`config.mk`:
```
export PLATFORM = sky130hd
export DESIGN_NAME = sram_bus_arbiter
export DESIGN_NICKNAME = d
export VERILOG_FILES = /design/src/rtl/sram_arb_pkg.sv /design/src/rtl/arb_order_fifo.sv /design/src/rtl/sram_bus_arbiter.sv
export SDC_FILE = /design/constraint.sdc
export NUM_CORES = 1
export LEC_CHECK = 0
export CORE_AREA = 4 4 124 126
export CTS_BUF_LIST = sky130_fd_sc_hd__clkbuf_8
export DETAILED_ROUTE_END_ITERATION = 10
export DIE_AREA = 0 0 128 130
export HOLD_SLACK_MARGIN = 0.15
export SETUP_SLACK_MARGIN = 0.15
export SLEW_MARGIN = 20
export SYNTH_ARGS = -nofsm -noshare
export SYNTH_HDL_FRONTEND = slang
export SYNTH_HIERARCHICAL = 1
export SYNTH_SLANG_ARGS = --single-unit
```
`constraint.sdc`:
```
create_clock -name clk -period 2.8 [get_ports clk]
set_input_delay 0.56 -clock clk [delete_from_list [all_inputs] [get_ports clk]]
set_output_delay 0.56 -clock clk [all_outputs]
set_load 0.01 [all_outputs]
```
`src/rtl/sram_arb_pkg.sv`:
```
// Shared types for the SRAM bus arbiter: requester ids, order-FIFO entry, default depth.
package sram_arb_pkg;

  typedef enum logic {
    ID_INST = 1'b0,
    ID_DATA = 1'b1
  } arb_id_t;

  typedef struct packed {
    arb_id_t id;
    logic    discard;
  } fifo_entry_t;

  localparam int OUTSTD_DEF = 4;

endpackage

```
`src/rtl/arb_order_fifo.sv`:
```
// Issue-order FIFO of outstanding transactions; the head bypasses a same-cycle push
// when empty, and discard bits can be set in bulk for one requester id.
module arb_order_fifo
  import sram_arb_pkg::*;
#(
  parameter int DEPTH = OUTSTD_DEF
) (
  input  logic clk,
  input  logic reset,
  input  logic i_push,
  input  logic i_push_id,
  input  logic i_push_discard,
  input  logic i_pop,
  input  logic i_set_discard,
  input  logic i_set_id,
  output logic o_full,
  output logic o_head_vld,
  output logic o_head_id,
  output logic o_head_discard
);

  localparam int PW = $clog2(DEPTH);
  localparam logic [PW:0] FULL_CNT = DEPTH[PW:0];

  fifo_entry_t   r_mem [DEPTH];
  logic [PW-1:0] r_wptr;
  logic [PW-1:0] r_rptr;
  logic [PW:0]   r_count;
  logic          w_empty;
  logic          w_pop;
  fifo_entry_t   w_stored;

  assign w_empty    = (r_count == {(PW+1){1'b0}});
  assign o_full     = (r_count == FULL_CNT);
  assign o_head_vld = ~w_empty | i_push;
  assign w_pop      = i_pop & o_head_vld;

  // Head selection: an empty FIFO presents the entry being pushed this cycle
  always_comb begin
    w_stored = r_mem[r_rptr];
    if (w_empty) begin
      o_head_id      = i_push_id;
      o_head_discard = i_push_discard;
    end else begin
      o_head_id      = w_stored.id;
      o_head_discard = w_stored.discard | (i_set_discard & (w_stored.id == i_set_id));
    end
  end

  // Storage, pointers and occupancy; a push+pop on an empty FIFO passes straight through
  always_ff @(posedge clk or posedge reset) begin
    if (reset) begin
      for (int i = 0; i < DEPTH; i++) begin
        r_mem[i] <= '{id: ID_INST, discard: 1'b0};
      end
      r_wptr  <= {PW{1'b0}};
      r_rptr  <= {PW{1'b0}};
      r_count <= {(PW+1){1'b0}};
    end else begin
      for (int i = 0; i < DEPTH; i++) begin
        if (i_set_discard && (r_mem[i].id == i_set_id)) begin
          r_mem[i].discard <= 1'b1;
        end
      end
      if (i_push) begin
        r_mem[r_wptr] <= '{id: arb_id_t'(i_push_id), discard: i_push_discard};
        r_wptr        <= r_wptr + 1'b1;
      end
      if (w_pop) begin
        r_rptr <= r_rptr + 1'b1;
      end
      case ({i_push, w_pop})
        2'b10:   r_count <= r_count + 1'b1;
        2'b01:   r_count <= r_count - 1'b1;
        default: r_count <= r_count;
      endcase
    end
  end

endmodule

```
`src/rtl/sram_bus_arbiter.sv`:
```
// Shares one SRAM-like bus between instruction fetch and data access, routing responses
// back in issue order. Define SRAM_ARB_RR_EN for round-robin instead of data-first priority.
module sram_bus_arbiter
  import sram_arb_pkg::*;
#(
  parameter int ADDR_W = 32,
  parameter int DATA_W = 32,
  parameter int OUTSTD = OUTSTD_DEF
) (
  input  logic              clk,
  input  logic              reset,
  input  logic              inst_req,
  input  logic              inst_wr,
  input  logic [1:0]        inst_size,
  input  logic [3:0]        inst_wstrb,
  input  logic [ADDR_W-1:0] inst_addr,
  input  logic [DATA_W-1:0] inst_wdata,
  output logic              inst_addr_ok,
  output logic              inst_data_ok,
  output logic [DATA_W-1:0] inst_rdata,
  input  logic              inst_flush,
  input  logic              data_req,
  input  logic              data_wr,
  input  logic [1:0]        data_size,
  input  logic [3:0]        data_wstrb,
  input  logic [ADDR_W-1:0] data_addr,
  input  logic [DATA_W-1:0] data_wdata,
  output logic              data_addr_ok,
  output logic              data_data_ok,
  output logic [DATA_W-1:0] data_rdata,
  output logic              sram_req,
  output logic              sram_wr,
  output logic [1:0]        sram_size,
  output logic [3:0]        sram_wstrb,
  output logic [ADDR_W-1:0] sram_addr,
  output logic [DATA_W-1:0] sram_wdata,
  input  logic              sram_addr_ok,
  input  logic              sram_data_ok,
  input  logic [DATA_W-1:0] sram_rdata
);

  logic    r_lock_vld;
  arb_id_t r_lock_id;
  arb_id_t w_gnt_id;
  logic    w_gnt_req;
  logic    w_sram_req;
  logic    w_fifo_full;
  logic    w_push;
  logic    w_pop;
  logic    w_head_vld;
  logic    w_head_id;
  logic    w_head_discard;
`ifdef SRAM_ARB_RR_EN
  arb_id_t r_last_id;
`endif

  // Grant selection: a held lock wins, otherwise arbitrate between live requests
  always_comb begin
    w_gnt_id = ID_DATA;
    if (r_lock_vld) begin
      w_gnt_id = r_lock_id;
    end else if (inst_req && data_req) begin
`ifdef SRAM_ARB_RR_EN
      w_gnt_id = (r_last_id == ID_DATA) ? ID_INST : ID_DATA;
`else
      w_gnt_id = ID_DATA;
`endif
    end else if (inst_req) begin
      w_gnt_id = ID_INST;
    end else begin
      w_gnt_id = ID_DATA;
    end
  end

  assign w_gnt_req  = (w_gnt_id == ID_DATA) ? data_req : inst_req;
  assign w_sram_req = w_gnt_req & ~w_fifo_full & ~reset;
  assign w_push     = w_sram_req & sram_addr_ok;
  assign w_pop      = sram_data_ok & ~reset;

  assign sram_req     = w_sram_req;
  assign inst_addr_ok = w_push & (w_gnt_id == ID_INST);
  assign data_addr_ok = w_push & (w_gnt_id == ID_DATA);
  assign inst_data_ok = w_pop & w_head_vld & (w_head_id == ID_INST) & ~w_head_discard;
  assign data_data_ok = w_pop & w_head_vld & (w_head_id == ID_DATA) & ~w_head_discard;
  assign inst_rdata   = sram_rdata;
  assign data_rdata   = sram_rdata;

  // Slave request fields from the granted requester, zero while nothing is granted
  always_comb begin
    sram_wr    = 1'b0;
    sram_size  = 2'b00;
    sram_wstrb = 4'b0000;
    sram_addr  = {ADDR_W{1'b0}};
    sram_wdata = {DATA_W{1'b0}};
    if (w_gnt_req && !reset) begin
      case (w_gnt_id)
        ID_INST: begin
          sram_wr    = inst_wr;
          sram_size  = inst_size;
          sram_wstrb = inst_wstrb;
          sram_addr  = inst_addr;
          sram_wdata = inst_wdata;
        end
        default: begin
          sram_wr    = data_wr;
          sram_size  = data_size;
          sram_wstrb = data_wstrb;
          sram_addr  = data_addr;
          sram_wdata = data_wdata;
        end
      endcase
    end else begin
      sram_wr = 1'b0;
    end
  end

  // Lock keeps a stalled request's fields stable until the slave takes it
  always_ff @(posedge clk or posedge reset) begin
    if (reset) begin
      r_lock_vld <= 1'b0;
      r_lock_id  <= ID_INST;
    end else if (w_sram_req && !sram_addr_ok) begin
      r_lock_vld <= 1'b1;
      r_lock_id  <= w_gnt_id;
    end else if (w_push) begin
      r_lock_vld <= 1'b0;
    end else if (r_lock_vld && !w_gnt_req) begin
      r_lock_vld <= 1'b0;
    end else begin
      r_lock_vld <= r_lock_vld;
    end
  end

`ifdef SRAM_ARB_RR_EN
  // Remember the last accepted requester so the other one wins the next tie
  always_ff @(posedge clk or posedge reset) begin
    if (reset) begin
      r_last_id <= ID_INST;
    end else if (w_push) begin
      r_last_id <= w_gnt_id;
    end else begin
      r_last_id <= r_last_id;
    end
  end
`endif

  arb_order_fifo #(.DEPTH(OUTSTD)) u_order_fifo (
    .clk            (clk),
    .reset          (reset),
    .i_push         (w_push),
    .i_push_id      (w_gnt_id),
    .i_push_discard (inst_flush & (w_gnt_id == ID_INST)),
    .i_pop          (w_pop),
    .i_set_discard  (inst_flush),
    .i_set_id       (ID_INST),
    .o_full         (w_fifo_full),
    .o_head_vld     (w_head_vld),
    .o_head_id      (w_head_id),
    .o_head_discard (w_head_discard)
  );

endmodule
```
## Yosys cells after proc, flatten, opt, wreduce, memory -nomap -nowiden

Cells that the tools add are included.

- Flip-flop bits (word level): 17

- Multiplexer cells: 31
- Order comparisons: 3
- Bitwise operators: 28
- Equality and inequality tests: 3
- Reduce and logical (&&, ||, !) cells: 15
- Add/subtract/negate cells: 4

Operators with widths:

| kind | number |
|---|---|
| two-way mux 32 bit | 4 |
| two-way mux 1 bit | 15 |
| bitwise AND 1 bit | 13 |
| inverter 1 bit | 11 |
| two-way mux 2 bit | 5 |
| logical AND 1 bit | 9 |
| bitwise mux 8 bit | 1 |
| two-way mux 4 bit | 2 |
| two-way mux 7 bit | 1 |
| greater-or-equal comparator 3 bit, second input constant | 2 |
| inverter 2 -> 3 bit | 2 |
| one-hot mux 3 bit (2 select lines) | 1 |
| adder 2 x 1 -> 2 bit, second input constant | 2 |
| binary-select mux 2 bit (select 2 bit) | 1 |
| demux 2 bit (select 2 bit) | 1 |
| adder 3 x 1 -> 3 bit, second input constant | 1 |
| equality test 3 bit, second input constant | 1 |
| zero test 1 bit | 3 |
| zero test 3 bit | 1 |
| < comparator 3 x 1 -> 1 bit, second input constant | 1 |
| nonzero test 3 bit | 1 |
| subtractor 3 x 1 -> 3 bit, second input constant | 1 |
| equality test 2 x 1 -> 1 bit, second input constant | 1 |
| equality test 2 bit, second input constant | 1 |
| 2 further kinds | 3 |

## Depth between registers and ports, before layout

- Depth in word-level cells: 11
- Depth in mapped cells: 12
- Depth with buffers taken out: 10

## Cells and area by module

Netlist, hierarchy kept.

By module, submodules not included:

| module | seq. area each (um^2) | area an instance (um^2) | cells an instance | instances |
|---|---|---|---|---|
| sram_bus_arbiter | 50.0 | 2020.7 | 344 | 1 |
| arb_order_fifo | 375.4 | 858.3 | 78 | 1 |

## Worst setup path before layout

OpenSTA, ideal clock, no wires.

- Kind: input -> register
- Start point: in inst_req
- End point: reg u_order_fifo.r_count[2]
- Stages on the path: 12
- Path buffers: 2
- Setup slack: -0.162 ns
- Arrival time: 2.836 ns
- Required time: 2.675 ns
- Path through: o21bai_1 > a21o_1 > buf_2 > nor2_1 > buf_6 > or4_4 > and2_4 > ha_1 > fa_1 > xnor2_1 > nor2_1 > xor2_1

- Cells in the longest elaborated chain, start to end: 11
- Elaborated cells on any way between the ends: 14

Ends and longest elaborated chain:

| element | line | RTL |
|---|---|---|
| from (decl) | sram_bus_arbiter.sv:12 | `input logic inst_req,` |
| two-way mux 1 bit / logical AND 1 bit (equally long branches) | sram_bus_arbiter.sv:68, sram_bus_arbiter.sv:62 |  |
| two-way mux 1 bit | sram_bus_arbiter.sv:62 | `end else if (inst_req && data_req) begin` |
| two-way mux 1 bit | sram_bus_arbiter.sv:60 | `if (r_lock_vld) begin` |
| two-way mux 1 bit (*) | sram_bus_arbiter.sv:75 | `assign w_gnt_req = (w_gnt_id == ID_DATA) ? data_req : inst_req;` |
| bitwise AND 1 bit (*) (2 in series) | sram_bus_arbiter.sv:76 | `assign w_sram_req = w_gnt_req & ~w_fifo_full & ~reset;` |
| bitwise AND 1 bit (*) | sram_bus_arbiter.sv:77 | `assign w_push = w_sram_req & sram_addr_ok;` |
| net w_push | sram_bus_arbiter.sv:48 | `logic w_push;` |
| bitwise OR 1 bit (*) | arb_order_fifo.sv:35 | `assign o_head_vld = ~w_empty \| i_push;` |
| net w_head_vld | sram_bus_arbiter.sv:50 | `logic w_head_vld;` |
| bitwise AND 1 bit (*) | arb_order_fifo.sv:36 | `assign w_pop = i_pop & o_head_vld;` |
| equality test 2 x 1 -> 1 bit / equality test 2 bit (equally long branches) | arb_order_fifo.sv:72 | `case ({i_push, w_pop})` |
| one-hot mux 3 bit (2 select lines) / nonzero test 2 bit (equally long branches) | - |  |
| to (signal assigned) | arb_order_fifo.sv:73 | `2'b10: r_count <= r_count + 1'b1;` |
| to (signal assigned) | arb_order_fifo.sv:74 | `2'b01: r_count <= r_count - 1'b1;` |
| to (signal assigned) | arb_order_fifo.sv:75 | `default: r_count <= r_count;` |
| to (decl) | arb_order_fifo.sv:28 | `logic [PW:0] r_count;` |

The timed path passes the listed nets; every way through them passes the cells marked *.
A chain may end at the register's enable or synchronous reset.

## Worst setup path after layout

- Start point: reg r_lock_id
- End point: out data_data_ok

- Cells in the longest elaborated chain, start to end: 9
- Elaborated cells on any way between the ends: 14

Ends and longest elaborated chain:

| element | line | RTL |
|---|---|---|
| from (decl) | sram_bus_arbiter.sv:43 | `arb_id_t r_lock_id;` |
| from (signal assigned) | sram_bus_arbiter.sv:124 | `r_lock_id <= w_gnt_id;` |
| two-way mux 1 bit | sram_bus_arbiter.sv:60 |  |
| two-way mux 1 bit | sram_bus_arbiter.sv:75 |  |
| bitwise AND 1 bit (2 in series) | sram_bus_arbiter.sv:76 |  |
| bitwise AND 1 bit | sram_bus_arbiter.sv:77 |  |
| net w_push | sram_bus_arbiter.sv:48 |  |
| bitwise OR 1 bit | arb_order_fifo.sv:35 |  |
| net w_head_vld | sram_bus_arbiter.sv:50 |  |
| bitwise AND 1 bit (3 in series) | sram_bus_arbiter.sv:84 | `assign data_data_ok = w_pop & w_head_vld & (w_head_id == ID_DATA) & ~w_head_discard;` |
| to (decl) | sram_bus_arbiter.sv:29 | `output logic data_data_ok,` |

The timed path passes the listed nets, and every way through them passes these cells.

==> flow_summary.ini <==
[place]
placed_area_um2 = 4903
hpwl_um = 10860
dp_slack_ns = -0.4777
dp_cells = 751
port_buffers = 224
routabilityCongestion = 0.8618

[pwr]
internal-power_uw = 1495
p_switching_uw = 1262
pwr-share-clk_pct = 7.0
p_leak_uw = 0.002345
swShare_pct = 45.79
pwr_density_cell_nw_per_um2 = 550.6
vdd_drop_max_v = 0.0003906
power_frac_comb_pct = 74.7
p_seq_share_pct = 18.2

[drt]
drtIter0Drc = 151
wirelength_um = 14040
wl_per_cell_um = 18.52
drtAntennaViolNets = 0
vias = 3591
drc = 0
routed_via_density = 4.737
dr.pass1.iters = 4

[global_routing]
grt_pass1_wl_um = 20360
grt_pass1_vias = 3603
grt_start_max_net_pins = 72
grt-ovfl-total = 0
antenna_found_initial = 0
grt_usage_pct = 15.05

[clocking]
clk_pin_slew_ns = 0.07
cts_tree = done
cts_root_buf = clkbuf_8
clk_latency_ns = 0.26
clockBufferDepth = 2
cts_hold_buffers = 0
cts_buffers = 3
cts_htree_levels = 1
clock_sinks = 17

[status]
status = completed

[sta]
finClkSkew_ns = 0.006193
rsz0062_at_grt = true
finalHoldViolations = 0
timing.slew.headroom_pct = 62.01
worst_slack_ns = 0.2162
setup_viol = 0
min_period_ns = 2.584
period_share_pct = 92.28
max_freq_ghz = 0.3870
worstMarginPinSlew_ns = 0.5693
worst_hold_slack_ns = 0.4397
tns_ns = 0
slew_viol_final = 0

[setup_path]
cp-start-kind = flop
worstPathMaxFanout = 4
crit_type = flop to output port
cp.required_ns = 2.24
worstPathArrival_ns = 2.02
end_kind = output port

[die]
die_y_um = 130
rows = 44
dieArea_um2 = 16640
ios = 321
core_um2 = 14310
start_util_pct = 20.11
die_w_um = 128

[logic_synthesis]
syn_inst = 422
ys_seq_area_share_pct = 14.78
ys_ff_latch = 17
syn_area_um2 = 2879
syn-num-nets = 609
synth_cell_types = 40
ys_warn_count = 6
avgSynthCellArea_um2 = 6.822

[layout]
antenna_cells = 0
nNetsFinal = 762
layout-drive-gt1-share_pct = 12.37
fin_area_um2 = 5007
instances_no_fill = 758
syn_to_final_growth_pct = 73.92

[hold_path]
hp-class = primary input to asynchronous set/reset pin

[run]
drv_cap = 0
==> what timing repair did <==
item | 4_1_cts | 5_1_grt
setup buffers | 3 | 0
resized for setup | 104 | 18
setup endpoints to repair | 78 | 19
pin swaps | 3 | 4
==> metal layers <==
| layer | up-vias | part of all wire [%] | track usage, % |
|---|---|---|---|
| li1 | 1724 | - | - |
| met1 | 1636 | 39 | 18.56 |
| met2 | 219 | 51 | 27.02 |
| met3 | 12 | 9.2 | 4.339 |
| met4 | 0 | 0.63 | 1.498 |
| met5 | - | 0 | 0 |
==> cell usage after synthesis, drive strengths merged <==
cell	count	share of area (%)
o21bai	1	0.26
or4	1	0.39
ha	5	2.2
nor3	1	0.17
fa	1	0.70
or3	1	0.22
mux4	1	0.78
o221a	1	0.39
buf	97	24
clkbuf	9	1.5
inv	5	0.65
a21oi	80	14
conb	1	0.13
nand2b	3	0.65
dfrtp	17	15
mux2	7	2.7
nor4	2	0.43
xnor2	7	2.1
nand3	71	12
nor2	11	1.4
a21o	1	0.26
nand3b	1	0.26
and2	1	0.30
o21ai	72	13
nor2b	3	0.65
or3b	1	0.30
xor2	5	1.5
and4b	1	0.35
nand2	7	1.0
a31oi	2	0.43
nor4bb	1	0.35
mux2i	3	1.0
nor3b	2	0.91
==> power groups by stage <==
stage / Clock [uW] / Sequential [uW] / Combinational (uW)
floorplan: 0 / 468 / 1270
global route: 208 / 521 / 2240
finish: 194 / 503 / 2060
detailed placement: 0 / 509 / 2110
global placement: 0 / 497 / 2070
CTS: 197 / 504 / 2080
==> cell type report <==
| class | instances | area (um^2) |
|---|---|---|
| Fill cell | 1528 | 9306 |
| Timing Repair Buffer | 254 | 2497 |
| Multi-Input combinational cell | 294 | 1783 |
| Sequential cell | 17 | 429.2 |
| Tap cell | 184 | 230.2 |
| Clock buffer | 3 | 41.29 |
| Inverter | 5 | 18.77 |
| Clock inverter | 1 | 7.507 |
==> layout by cell type, fill, tap and decap left out, drive strengths merged, types with 7 or more instances in the layout <==
master	Yosys	layout
clkdlybuf4s50	0	146
a21oi	80	80
o21ai	72	72
nand3	71	71
dlygate4sd2	0	57
buf	97	36
dfrtp	17	17
dlymetal6s2s	0	15
nor2	11	11
mux2	7	7
xnor2	7	7
nand2	7	7
==> stage by stage <==
step	total power (uW)	util, %
floorplan	1735	-
global placement	2569	34.26
detailed placement	2620	34.26
CTS	2778	34.67
global route	2971	34.98
finish	2757	34.98
==> state kept, by name (all words and copies together) (netlist names) <==
name                  count
r_lock_vld                1
u_order_fifo/r_count      3
r_lock_id                 1
u_order_fifo/r_rptr       2
u_order_fifo/r_wptr       2
u_order_fifo/r_mem        8
==> worst max-delay path, stage by stage (launching register included) <==
cell	delay [ns]
dfrtp_2	0.42
mux2i_2	0.27
a21o_4	0.20
nor2_4	0.04
or4_4	0.49
and4b_1	0.21
buf_2	0.14
==> cell families (layout without fill, tap and decap cells) <==
kind of cell	count (synthesis)	in the layout	synth area share, %
other	1	1	0.1303
AND/OR/NAND/NOR	107	107	19.77
flip-flops	17	17	14.78
buffers and inverters	111	263	26.47
AO/OA/AOI/OAI	157	157	27.77
multiplexers	11	11	4.563
adder cells (fa/ha/maj)	6	6	2.868
XOR/XNOR	12	12	3.651
==> worst paths after layout <==
check | from | endpoint | slack (ns) | depth (start not counted)
worst max-delay path | r_lock_id$_DFFE_PP0P_ | data_data_ok | 0.22 | 6
worst min-delay path | reset | r_lock_vld$_DFFE_PP0P_ | 0.44 | 3
worst max register to register | r_lock_id$_DFFE_PP0P_ | u_order_fifo/r_count[2]$_DFFE_PP0P_ | 0.22 | 10
worst min register to register | u_order_fifo/r_count[2]$_DFFE_PP0P_ | u_order_fifo/r_count[2]$_DFFE_PP0P_ | 0.52 | 1
max in group asynchronous | reset | u_order_fifo/r_count[0]$_DFFE_PP0P_ | 1.75 | 3
min in group clk | u_order_fifo/r_count[2]$_DFFE_PP0P_ | u_order_fifo/r_count[2]$_DFFE_PP0P_ | 0.52 | 1
Power figures use the tool's default switching activity.
